[config.mk]
export PLATFORM = sky130hd
export DESIGN_NAME = balance_ledger
export DESIGN_NICKNAME = d
export VERILOG_FILES = /design/src/rtl/ledger_pkg.sv /design/src/rtl/ledger_alu.sv /design/src/rtl/balance_ledger.sv
export SDC_FILE = /design/constraint.sdc
export NUM_CORES = 1
export LEC_CHECK = 0
export BUFFER_PORTS_ARGS = -buffer_cell sky130_fd_sc_hd__buf_4
export CAP_MARGIN = 10
export CELL_PAD_IN_SITES_DETAIL_PLACEMENT = 0
export CELL_PAD_IN_SITES_GLOBAL_PLACEMENT = 1
export CORE_MARGIN = 2
export CORE_UTILIZATION = 39
export CTS_BUF_LIST = sky130_fd_sc_hd__clkbuf_4 sky130_fd_sc_hd__clkbuf_8
export CTS_CLUSTER_SIZE = 25
export DETAILED_ROUTE_END_ITERATION = 7
export PLACE_DENSITY = 0.85
export SYNTH_ARGS = -nofsm -noshare
export SYNTH_HDL_FRONTEND = slang
export SYNTH_SLANG_ARGS = --single-unit
[constraint.sdc]
create_clock -name clk -period 5.1 [get_ports clk]
set_input_delay 0.255 -clock clk [delete_from_list [all_inputs] [get_ports clk]]
set_output_delay 0.255 -clock clk [all_outputs]
set_load 0.02 [all_outputs]
[src/rtl/ledger_pkg.sv]
// ledger_pkg
// Shared types and constants for the balance ledger.
//   txn_op_t  : request opcode carried on txn_op
//   status_t  : per-transaction result carried on resp_status
//   state_t   : control FSM state encoding
//   DISPLAY_MAX : largest value the 8-digit LED display can show
package ledger_pkg;

    typedef enum logic [1:0] {
        DEPOSIT  = 2'd0,
        WITHDRAW = 2'd1,
        CLEAR    = 2'd2,
        RSVD     = 2'd3
    } txn_op_t;

    typedef enum logic [1:0] {
        OK           = 2'd0,
        OVERFLOW     = 2'd1,
        INSUFFICIENT = 2'd2,
        BAD_OP       = 2'd3
    } status_t;

    typedef enum logic [1:0] {
        IDLE = 2'd0,
        EXEC = 2'd1,
        RESP = 2'd2
    } state_t;

    localparam logic [31:0] DISPLAY_MAX = 32'd99_999_999;

endpackage

[src/rtl/ledger_alu.sv]
// ledger_alu
// Combinational evaluation of one ledger transaction against the current
// balance. Produces the candidate next balance and the status; the caller
// commits next_balance only when status is OK.
// Ports:
//   op           in  : transaction opcode
//   amount       in  : 32-bit amount (ignored by CLEAR / RSVD)
//   balance      in  : current committed balance
//   next_balance out : balance after the operation (equals balance on error)
//   status       out : OK / OVERFLOW / INSUFFICIENT / BAD_OP
module ledger_alu
    import ledger_pkg::*;
#(
    parameter logic [31:0] MAX_BALANCE = DISPLAY_MAX
) (
    input  txn_op_t     op,
    input  logic [31:0] amount,
    input  logic [31:0] balance,
    output logic [31:0] next_balance,
    output status_t     status
);

    // 33-bit arithmetic so a huge deposit cannot wrap past the limit check.
    logic [32:0] sum_w;
    logic [32:0] diff_w;

    assign sum_w  = {1'b0, balance} + {1'b0, amount};
    assign diff_w = {1'b0, balance} - {1'b0, amount};

    always_comb begin
        next_balance = balance;
        status       = OK;
        case (op)
            DEPOSIT: begin
                if (sum_w > {1'b0, MAX_BALANCE}) begin
                    status = OVERFLOW;
                end else begin
                    next_balance = sum_w[31:0];
                end
            end
            WITHDRAW: begin
                if ({1'b0, amount} > {1'b0, balance}) begin
                    status = INSUFFICIENT;
                end else begin
                    next_balance = diff_w[31:0];
                end
            end
            CLEAR: begin
                next_balance = 32'd0;
            end
            default: begin
                status = BAD_OP;
            end
        endcase
    end

endmodule

[src/rtl/balance_ledger.sv]
// balance_ledger
// Holds the balance shown on the LED display. Accepts DEPOSIT / WITHDRAW /
// CLEAR requests over a valid/ready handshake, evaluates them in one cycle,
// commits only successful results, and returns a status over a second
// handshake. One transaction per three cycles at best (IDLE -> EXEC -> RESP).
// Ports:
//   clk         in  : system clock
//   rst_neg     in  : asynchronous active-low reset
//   txn_valid   in  : request present
//   txn_ready   out : request can be accepted (state IDLE)
//   txn_op      in  : 0 DEPOSIT, 1 WITHDRAW, 2 CLEAR, 3 reserved
//   txn_amount  in  : amount in minimum units
//   resp_valid  out : status present (state RESP)
//   resp_ready  in  : consumer takes the status
//   resp_status out : 0 OK, 1 OVERFLOW, 2 INSUFFICIENT, 3 BAD_OP
//   balance     out : committed balance, registered, never above MAX_BALANCE
//   txn_count   out : number of OK commits, wraps modulo 2^CNT_W
module balance_ledger
    import ledger_pkg::*;
#(
    parameter logic [31:0] MAX_BALANCE = DISPLAY_MAX,
    parameter int          CNT_W       = 16
) (
    input  logic             clk,
    input  logic             rst_neg,
    input  logic             txn_valid,
    output logic             txn_ready,
    input  logic [1:0]       txn_op,
    input  logic [31:0]      txn_amount,
    output logic             resp_valid,
    input  logic             resp_ready,
    output logic [1:0]       resp_status,
    output logic [31:0]      balance,
    output logic [CNT_W-1:0] txn_count
);

    state_t            state_q,   state_d;
    txn_op_t           op_q,      op_d;
    logic [31:0]       amount_q,  amount_d;
    logic [31:0]       balance_q, balance_d;
    logic [CNT_W-1:0]  count_q,   count_d;
    status_t           status_q,  status_d;

    logic [31:0]       alu_balance;
    status_t           alu_status;

    ledger_alu #(
        .MAX_BALANCE (MAX_BALANCE)
    ) u_alu (
        .op           (op_q),
        .amount       (amount_q),
        .balance      (balance_q),
        .next_balance (alu_balance),
        .status       (alu_status)
    );

    // ---------------- FSM: state register ----------------
    always_ff @(posedge clk or negedge rst_neg) begin
        if (!rst_neg) begin
            state_q <= IDLE;
        end else begin
            state_q <= state_d;
        end
    end

    // ---------------- FSM: next-state logic ----------------
    always_comb begin
        state_d = state_q;
        case (state_q)
            IDLE:    if (txn_valid)  state_d = EXEC;
            EXEC:                    state_d = RESP;
            RESP:    if (resp_ready) state_d = IDLE;
            default:                 state_d = IDLE;
        endcase
    end

    // ---------------- FSM: outputs (state register only) ----------------
    always_comb begin
        txn_ready  = (state_q == IDLE);
        resp_valid = (state_q == RESP);
    end

    // ---------------- Datapath next-state ----------------
    always_comb begin
        op_d      = op_q;
        amount_d  = amount_q;
        balance_d = balance_q;
        count_d   = count_q;
        status_d  = status_q;
        if (state_q == IDLE && txn_valid) begin
            op_d     = txn_op_t'(txn_op);
            amount_d = txn_amount;
        end
        if (state_q == EXEC) begin
            status_d = alu_status;
            if (alu_status == OK) begin
                balance_d = alu_balance;
                count_d   = count_q + 1'b1;
            end
        end
    end

    // ---------------- Datapath registers ----------------
    // Everything visible is a flop, so balance only moves on a commit edge.
    always_ff @(posedge clk or negedge rst_neg) begin
        if (!rst_neg) begin
            op_q      <= DEPOSIT;
            amount_q  <= 32'd0;
            balance_q <= 32'd0;
            count_q   <= '0;
            status_q  <= OK;
        end else begin
            op_q      <= op_d;
            amount_q  <= amount_d;
            balance_q <= balance_d;
            count_q   <= count_d;
            status_q  <= status_d;
        end
    end

    assign balance     = balance_q;
    assign txn_count   = count_q;
    assign resp_status = status_q;

endmodule

==> impl_metrics.yaml, run 1 <==
sta:
  slew_viol_final: 0
  rsz0062_at_grt: "false"
  finalSetupViolCount: 0
  skew_ns: 0.01392
  tightest_slew_ns: 1.038
  min_period_ns: 4.582
  hold_viol: 0
  fmax_mhz: 218.3
  post-route-period-util_pct: 89.84
  slew_headroom_pct: 30.60
  fin_setup_tns_ns: 0
setup_path:
  crit_chain: "ha_1 -> inv_1 -> fa_1 -> nor2_1 -> o221ai_1 -> a21oi_2 -> a31oi_1 -> o311ai_1 -> xnor2_1 -> nor4_1 -> a21oi_1 -> nand4bb_1 -> nand3_4 -> buf_4 -> mux2_2"
  slowest_delay_ns: 0.44
  crit_path_top_delay_cell: "fa_1"
  critical_path_buf_inv_count: 2
  path_max_fanout: 29
  critPathArrivalTime_ns: 4.86
  criticalPathCategory: "flop to flop"
  crit_required_ns: 5.38
  r2r_slack_ns: 0.52
  worst_r2r_path_depth: 15
  critPathTopFamily: "compound AO/OA/AOI/OAI gates"
  end_kind: "flop"
  crit_path_start_kind: "flop"
  r2r-end: "balance[21]"
  r2r-start: "balance[0]"
grt:
  grt_pass1_vias: 6718
  grt_overflow: 0
  antenna_found_initial: 0
  grt_pass1_wl_mm: 34.95
  grt_max_degree: 53
  grtUsageTotal_pct: 21.29
floorplan:
  die_h_um: 142.5
  die_x_um: 142.5
  coreArea_um2: 18770
  die_area_um2: 20310
  rows: 50
  io_pins: 90
  initial_utilization_pct: 39.86
logic_synthesis:
  postSynthAreaPerCell_um2: 8.087
  yosys.area.top_type: "dfrtp_1"
  synthCells: 925
  yosysMostFrequentCell: "nand2_1"
  yosysSeqAreaShare_pct: 28.77
  syn_area_um2: 7481
  synthArstFlopShare_pct: 100.0
  synth_ff_type: "dfrtp_1"
  synth_edf_count: 0
  ys_top_cells_by_area: "dfrtp_1 29%, ha_1 11%, o21ai_0 6.1%"
  synth_nets: 1033
  synth_seq_cells: 86
  yosys_warnings: 0
  synthTopCellsByCount: "92 x nand2_1, 91 x o21ai_0, 86 x dfrtp_1"
  synth_cell_types: 76
  synth_top_cell_area_share_pct: 28.77
cts:
  postCtsSetupRepairBufs: 0
  clk_pin_slew_ns: 0.11
  cts_buffers: 9
  htreeDepth: 3
  clk_path_buf_depth: 2
  clock_sinks: 86
  clk_latency_ns: 0.39
  cts-root-buf: "clkbuf_8"
  cts_tree: "built"
cells_and_area:
  drive_above_1_share_pct: 15.96
  nets: 1099
  final_area_um2: 8528
  antenna_cells: 0
  fill_cells: 1925
  syn_to_final_growth_pct: 14.00
run_status:
  status: "finished, final reports clean"
routing:
  drtPass1Iterations: 7
  ant_nets: 0
  wire_per_inst_um: 17.15
  drc: 0
  routed_wl_mm: 21.10
  drt_iter0_drc: 590
  num_vias: 7008
  via_per_inst: 5.698
worst_hold_path:
  min_path_cells: 3
  worstHoldStart: "txn_amount[5]"
  hold_class: "primary input to flop"
  min_to: "amount_q[5]"
placed_design:
  io_buffers: 89
  place_area_um2: 8330
  dpl.hpwl_mm: 15.92
  gp_congestion: 0.9258
job:
  cap_violations: 0
==> worst max-delay path by stage <==
stage	start	to	slack [ns]	cells after the start
finish	balance[0]	balance[21]	0.52	15
global route	balance[0]	balance[21]	0.07	15
CTS	balance[0]	balance[21]	0.47	15
detailed placement	balance[0]	balance[21]	0.48	15
global placement	balance[0]	balance[20]	0.62	15
floorplan	balance[0]	balance[20]	1.30	15
==> tightest hold or removal path, cell delays in order <==
cell	delay (ns)
buf_4	0.08
nand2_1	0.03
o21ai_0	0.05
==> cell families after synthesis <==
logic type,after synthesis,synth area share [%]
AOI/OAI and AO/OA,305,26.69
muxes,13,1.907
and+or+nand+nor,270,17.90
buffers and inverters,131,6.974
adders and majority gates,70,11.91
DFF,86,28.77
xor gates and xnor gates,50,5.854
==> metrics by stage <==
| step | worst slack [ns] | hold WS (ns) | util, % | std cells |
|---|---|---|---|---|
| detailed placement | 0.4811 | 0.2532 | 44.39 | 1213 |
| global placement | 0.6234 | 0.2456 | 44.39 | 1213 |
| finish | 0.5183 | 0.06209 | 45.44 | 1230 |
| floorplan | 1.301 | -0.04059 | - | 925 |
| global route | 0.07220 | 0.05895 | 45.44 | 1230 |
| CTS | 0.4675 | 0.04606 | 45.44 | 1230 |
==> routing by layer <==
| metal | vias up | share of wire, % | wire [µm] | track usage [%] |
|---|---|---|---|---|
| li1 | 3421 | - | - | - |
| met1 | 3344 | 48 | 10020 | 30.01 |
| met2 | 209 | 45 | 9599 | 33.45 |
| met3 | 34 | 4.7 | 984 | 3.129 |
| met4 | 0 | 2.3 | 493 | 7.087 |
| met5 | - | 0 | 0 | 0 |
==> cell usage in the layout, fill, tap and decap left out, types with 8 or more instances in the layout <==
| master | n |
|---|---|
| nor4_1 | 11 |
| xnor2_1 | 36 |
| nor3_1 | 18 |
| o31ai_1 | 10 |
| a31oi_1 | 12 |
| a221o_1 | 12 |
| mux2_2 | 10 |
| nand2_1 | 92 |
| nor2b_1 | 10 |
| a211oi_1 | 11 |
| clkbuf_8 | 9 |
| o21ai_0 | 91 |
| nor3_2 | 8 |
| nand3_1 | 20 |
| nand2b_1 | 14 |
| nor2_1 | 62 |
| a21oi_1 | 75 |
| ha_1 | 68 |
| xor2_1 | 14 |
| a21o_1 | 14 |
| o22ai_1 | 14 |
| o21bai_1 | 11 |
| dfrtp_1 | 86 |
| inv_1 | 77 |
| buf_4 | 102 |
==> registers in the layout, indices dropped and copies added (netlist names) <==
signal and cells:
amount_q 32, balance 32, op_q 2, resp_status 2
state_q 2, txn_count 16
==> cell type report <==
cell class                 instances  area [µm²]  share of cell area, %
clock buffer                       9       123.9                  1.452
multi-input combinational        708        4808                  56.38
sequential                        86        2152                  25.23
tap                              234       292.8                  3.433
timing repair buffer             103       775.7                  9.096
inverter                          83       311.5                  3.653
clock inverter                     7       63.81                 0.7482
==> what timing repair did <==
| item | 4_1_cts | 5_1_grt |
|---|---|---|
| hold buffers | 1 | 0 |
| endpoints found under the hold margin | 34 | 0 |
| resized for setup | 0 | 0 |
Power of run 1 is not shown: default switching activity piles up to over one toggle a cycle in this logic, so the estimate is an artifact.
==> inputs of run 2 (changes only) <==
CTS_CLUSTER_DIAMETER = 30   (was default)
clock period = 4.49 ns   (was 5.1 ns; I/O delays follow)
==> impl_metrics.yaml, run 2 (synthesized netlist as in run 1, its figures left out) <==
sta:
  hold_viol: 0
  skew_ns: 0.01828
  post-route-period-util_pct: 95.27
  rsz0062_at_grt: "false"
  finalSetupViolCount: 0
  slew_headroom_pct: 51.29
  fin_setup_tns_ns: 0
  min_period_ns: 4.278
  tightest_slew_ns: 0.7239
  fmax_mhz: 233.8
  slew_viol_final: 0
cts:
  cts_tree: "built"
  htreeDepth: 3
  clk_pin_slew_ns: 0.10
  clk_path_buf_depth: 2
  cts_buffers: 9
  clock_sinks: 86
  cts-root-buf: "clkbuf_8"
  clk_latency_ns: 0.39
  postCtsSetupRepairBufs: 0
cells_and_area:
  syn_to_final_growth_pct: 16.34
  layout_commonest_cell: "buf_4"
  layout_common_cells: "119 x buf_4, 92 x nand2_1, 91 x o21ai_0"
  antenna_cells: 0
  nets: 1117
  drive_above_1_share_pct: 17.65
setup_path:
  crit_required_ns: 4.81
  crit_chain: "ha_1 -> inv_1 -> fa_1 -> nor2_1 -> o221ai_1 -> a21oi_2 -> buf_4 -> a41oi_1 -> nand3_1 -> a41oi_1 -> nor2_1 -> mux2i_1 -> o41ai_4 -> nand3_4 -> nor4_1 -> xor2_1"
  crit_path_start_kind: "flop"
  r2r_slack_ns: 0.21
  critPathArrivalTime_ns: 4.60
  crit_path_top_delay_cell: "o41ai_4"
  critical_path_buf_inv_count: 2
  path_max_fanout: 16
  worst_r2r_path_depth: 16
  critPathTopFamily: "simple AND/OR/NAND/NOR gates"
  r2r-start: "balance[0]"
  end_kind: "flop"
  slowest_delay_ns: 0.47
  worstSetupPathDepth: 16
  r2r-end: "txn_count[12]"
  criticalPathCategory: "flop to flop"
floorplan:
  rows: 50
  die_area_um2: 20310
  initial_utilization_pct: 39.86
  io_pins: 90
  die_x_um: 142.5
  coreArea_um2: 18770
  die_h_um: 142.5
run_status:
  status: "finished, final reports clean"
placed_design:
  dpl.hpwl_mm: 16.54
  io_buffers: 89
  gp_congestion: 0.9547
routing:
  num_vias: 7110
  routed_wl_mm: 21.47
  drc: 0
  drtPass1Iterations: 6
  via_per_inst: 5.697
  drt_iter0_drc: 752
  ant_nets: 0
  wire_per_inst_um: 17.20
grt:
  grt_overflow: 0
  grt_max_degree: 53
  grtUsageTotal_pct: 21.52
  grt_pass1_wl_mm: 34.94
  antenna_found_initial: 0
  grt_pass1_vias: 6812
worst_hold_path:
  worstHoldStart: "txn_amount[3]"
  min_to: "amount_q[3]"
  min_path_cells: 3
  hold_class: "primary input to flop"
job:
  cap_violations: 0
[run 2: cell type report]
cell class / count / area (µm²)
multi-input combinational: 708 / 4818
clock inverter: 6 / 76.32
inverter: 83 / 311.5
sequential: 86 / 2152
tap: 234 / 292.8
clock buffer: 10 / 137.6
timing repair buffer: 121 / 914.6
fill: 1900 / 10060
[run 2: timing repair]
item	in CTS	in global routing
hold endpoints to repair	34	0
resized for setup	0	3
hold buffers	1	0
endpoints found under the setup margin	0	18
[run 2: how the worst max path moves through the flow]
stage	from	endpoint	slack, ns
finish	balance[0]	txn_count[12]	0.21
floorplan	balance[0]	balance[20]	0.69
detailed placement	balance[0]	balance[21]	0.08
global route	balance[0]	txn_count[12]	0.009
CTS	balance[0]	balance[21]	0.05
global placement	balance[0]	balance[20]	0.22
[run 2: through the flow]
| stage | hold WS (ns) | cells | utilization [%] | worst slack, ns | cell area, µm² |
|---|---|---|---|---|---|
| final | 0.02605 | 1248 | 46.37 | 0.2124 | 8703 |
| after global routing | 0.02311 | 1248 | 46.37 | 0.009291 | 8703 |
| after CTS | 0.01239 | 1248 | 46.30 | 0.04789 | 8690 |
| after detailed placement | 0.2183 | 1231 | 45.11 | 0.08244 | 8466 |
| after global placement | 0.2196 | 1231 | 45.11 | 0.2159 | 8466 |
| after floorplan | -0.07109 | 925 | - | 0.6911 | 7481 |
[run 2: routing by layer]
| metal | up-vias | share of wire, % | global-route usage, % |
|---|---|---|---|
| li1 | 3448 | - | - |
| met1 | 3399 | 47 | 30.20 |
| met2 | 231 | 45 | 33.73 |
| met3 | 32 | 5.1 | 3.701 |
| met4 | 0 | 2.2 | 6.879 |
| met5 | - | 0 | 0 |
[run 2: worst min-delay path: stages]
cell and delay (ns):
buf_4 0.07, nand2_1 0.03, o21ai_0 0.05
Power of run 2 is left out for the same reason.
==> inputs of run 3 (changes only) <==
PLACE_DENSITY = 0.84   (was 0.85)
==> impl_metrics.yaml, run 3 (synthesized netlist as in run 1, its figures left out) <==
run_status:
  status: "finished, final reports clean"
sta:
  slew_headroom_pct: 52.42
  tightest_slew_ns: 0.7072
  fmax_mhz: 236.3
  hold_viol: 0
  rsz0062_at_grt: "false"
  finalSetupViolCount: 0
  skew_ns: 0.01832
  post-route-period-util_pct: 94.24
  slew_viol_final: 0
  min_period_ns: 4.231
  fin_setup_tns_ns: 0
  hold_ws_ns: 0.01446
cells_and_area:
  nets: 1120
  drive_above_1_share_pct: 18.09
  antenna_cells: 0
  layout_commonest_cell: "buf_4"
  syn_to_final_growth_pct: 16.91
  layout_common_cells: "121 x buf_4, 92 x nand2_1, 91 x o21ai_0"
  fill_cells: 1940
setup_path:
  end_kind: "flop"
  criticalPathCategory: "flop to flop"
  path_max_fanout: 26
  crit_path_start_kind: "flop"
  critPathArrivalTime_ns: 4.51
  crit_required_ns: 4.77
cts:
  htreeDepth: 3
  clk_pin_slew_ns: 0.11
  clk_path_buf_depth: 2
  cts_buffers: 9
  clock_sinks: 86
  clk_latency_ns: 0.40
  cts-root-buf: "clkbuf_8"
  cts_tree: "built"
placed_design:
  io_buffers: 89
  dpl.hpwl_mm: 16.54
  gp_congestion: 0.9079
grt:
  grtUsageTotal_pct: 21.67
  grt_max_degree: 48
  grt_pass1_wl_mm: 35.25
  antenna_found_initial: 0
  grt_overflow: 0
  grt_pass1_vias: 6789
worst_hold_path:
  hold_class: "primary input to flop"
floorplan:
  io_pins: 90
  die_h_um: 142.5
  initial_utilization_pct: 39.86
  rows: 50
  coreArea_um2: 18770
  die_area_um2: 20310
  die_x_um: 142.5
routing:
  drt_iter0_drc: 577
  num_vias: 7026
  wire_per_inst_um: 17.40
  via_per_inst: 5.616
  routed_wl_mm: 21.77
  ant_nets: 0
  drtPass1Iterations: 5
  drc: 0
job:
  cap_violations: 0
[run 3: repair_timing]
action,CTS,global route
hold buffers,1,0
gates resized for setup,0,6
endpoints found under the hold margin,46,0
setup endpoints to repair,0,31
buffers inserted,0,2
[run 3: through the flow]
stage	util [%]	cells	instance area [µm²]	worst slack, ns
global placement	45.21	1232	8486	0.2305
floorplan	-	925	7481	0.6911
finish	46.60	1251	8746	0.2588
CTS	46.35	1249	8698	0.1006
detailed placement	45.21	1232	8486	0.1380
global route	46.60	1251	8746	0.01734
[run 3: worst paths after layout]
kind                                 from             to  slack (ns)  cells after the start
setup / recovery               balance[7]     balance[1]        0.26                     15
hold / removal             txn_amount[25]   amount_q[25]        0.01                      3
setup reg to reg               balance[7]     balance[1]        0.26                     15
hold reg to reg             txn_count[15]  txn_count[15]        0.48                      1
max in group asynchronous         rst_neg    balance[29]        3.18                      3
min in group asynchronous         rst_neg     balance[7]        0.36                      2
[run 3: area by class of cell]
class | count | area (µm²) | share of cell area (%)
Clock buffer | 9 | 123.9 | 1.416
Timing Repair Buffer | 124 | 949.7 | 10.86
Multi-Input combinational cell | 708 | 4837 | 55.31
Sequential cell | 86 | 2152 | 24.61
Tap cell | 234 | 292.8 | 3.348
Inverter | 83 | 311.5 | 3.562
Clock inverter | 7 | 78.83 | 0.9013
[run 3: critical path, cell delays in order, from the launching register on]
cell and delay [ns]:
dfrtp_1 0.43, ha_2 0.43, inv_2 0.11, a2111oi_2 0.49, a21oi_4 0.12, buf_4 0.17
a221oi_4 0.42, o31ai_4 0.14, xnor2_1 0.20, a2111o_1 0.41, a21oi_1 0.21, nand4bb_1 0.21
nand3_4 0.20, buf_12 0.24, a211oi_1 0.23, a21oi_1 0.10
[run 3: metal layers]
layer | track usage [%] | wire (µm) | vias up
li1 | - | - | 3464
met1 | 30.01 | 10360 | 3345
met2 | 34.84 | 9979 | 189
met3 | 3.230 | 1029 | 28
met4 | 6.879 | 398 | 0
met5 | 0 | 0 | -
Power of run 3 is left out for the same reason.
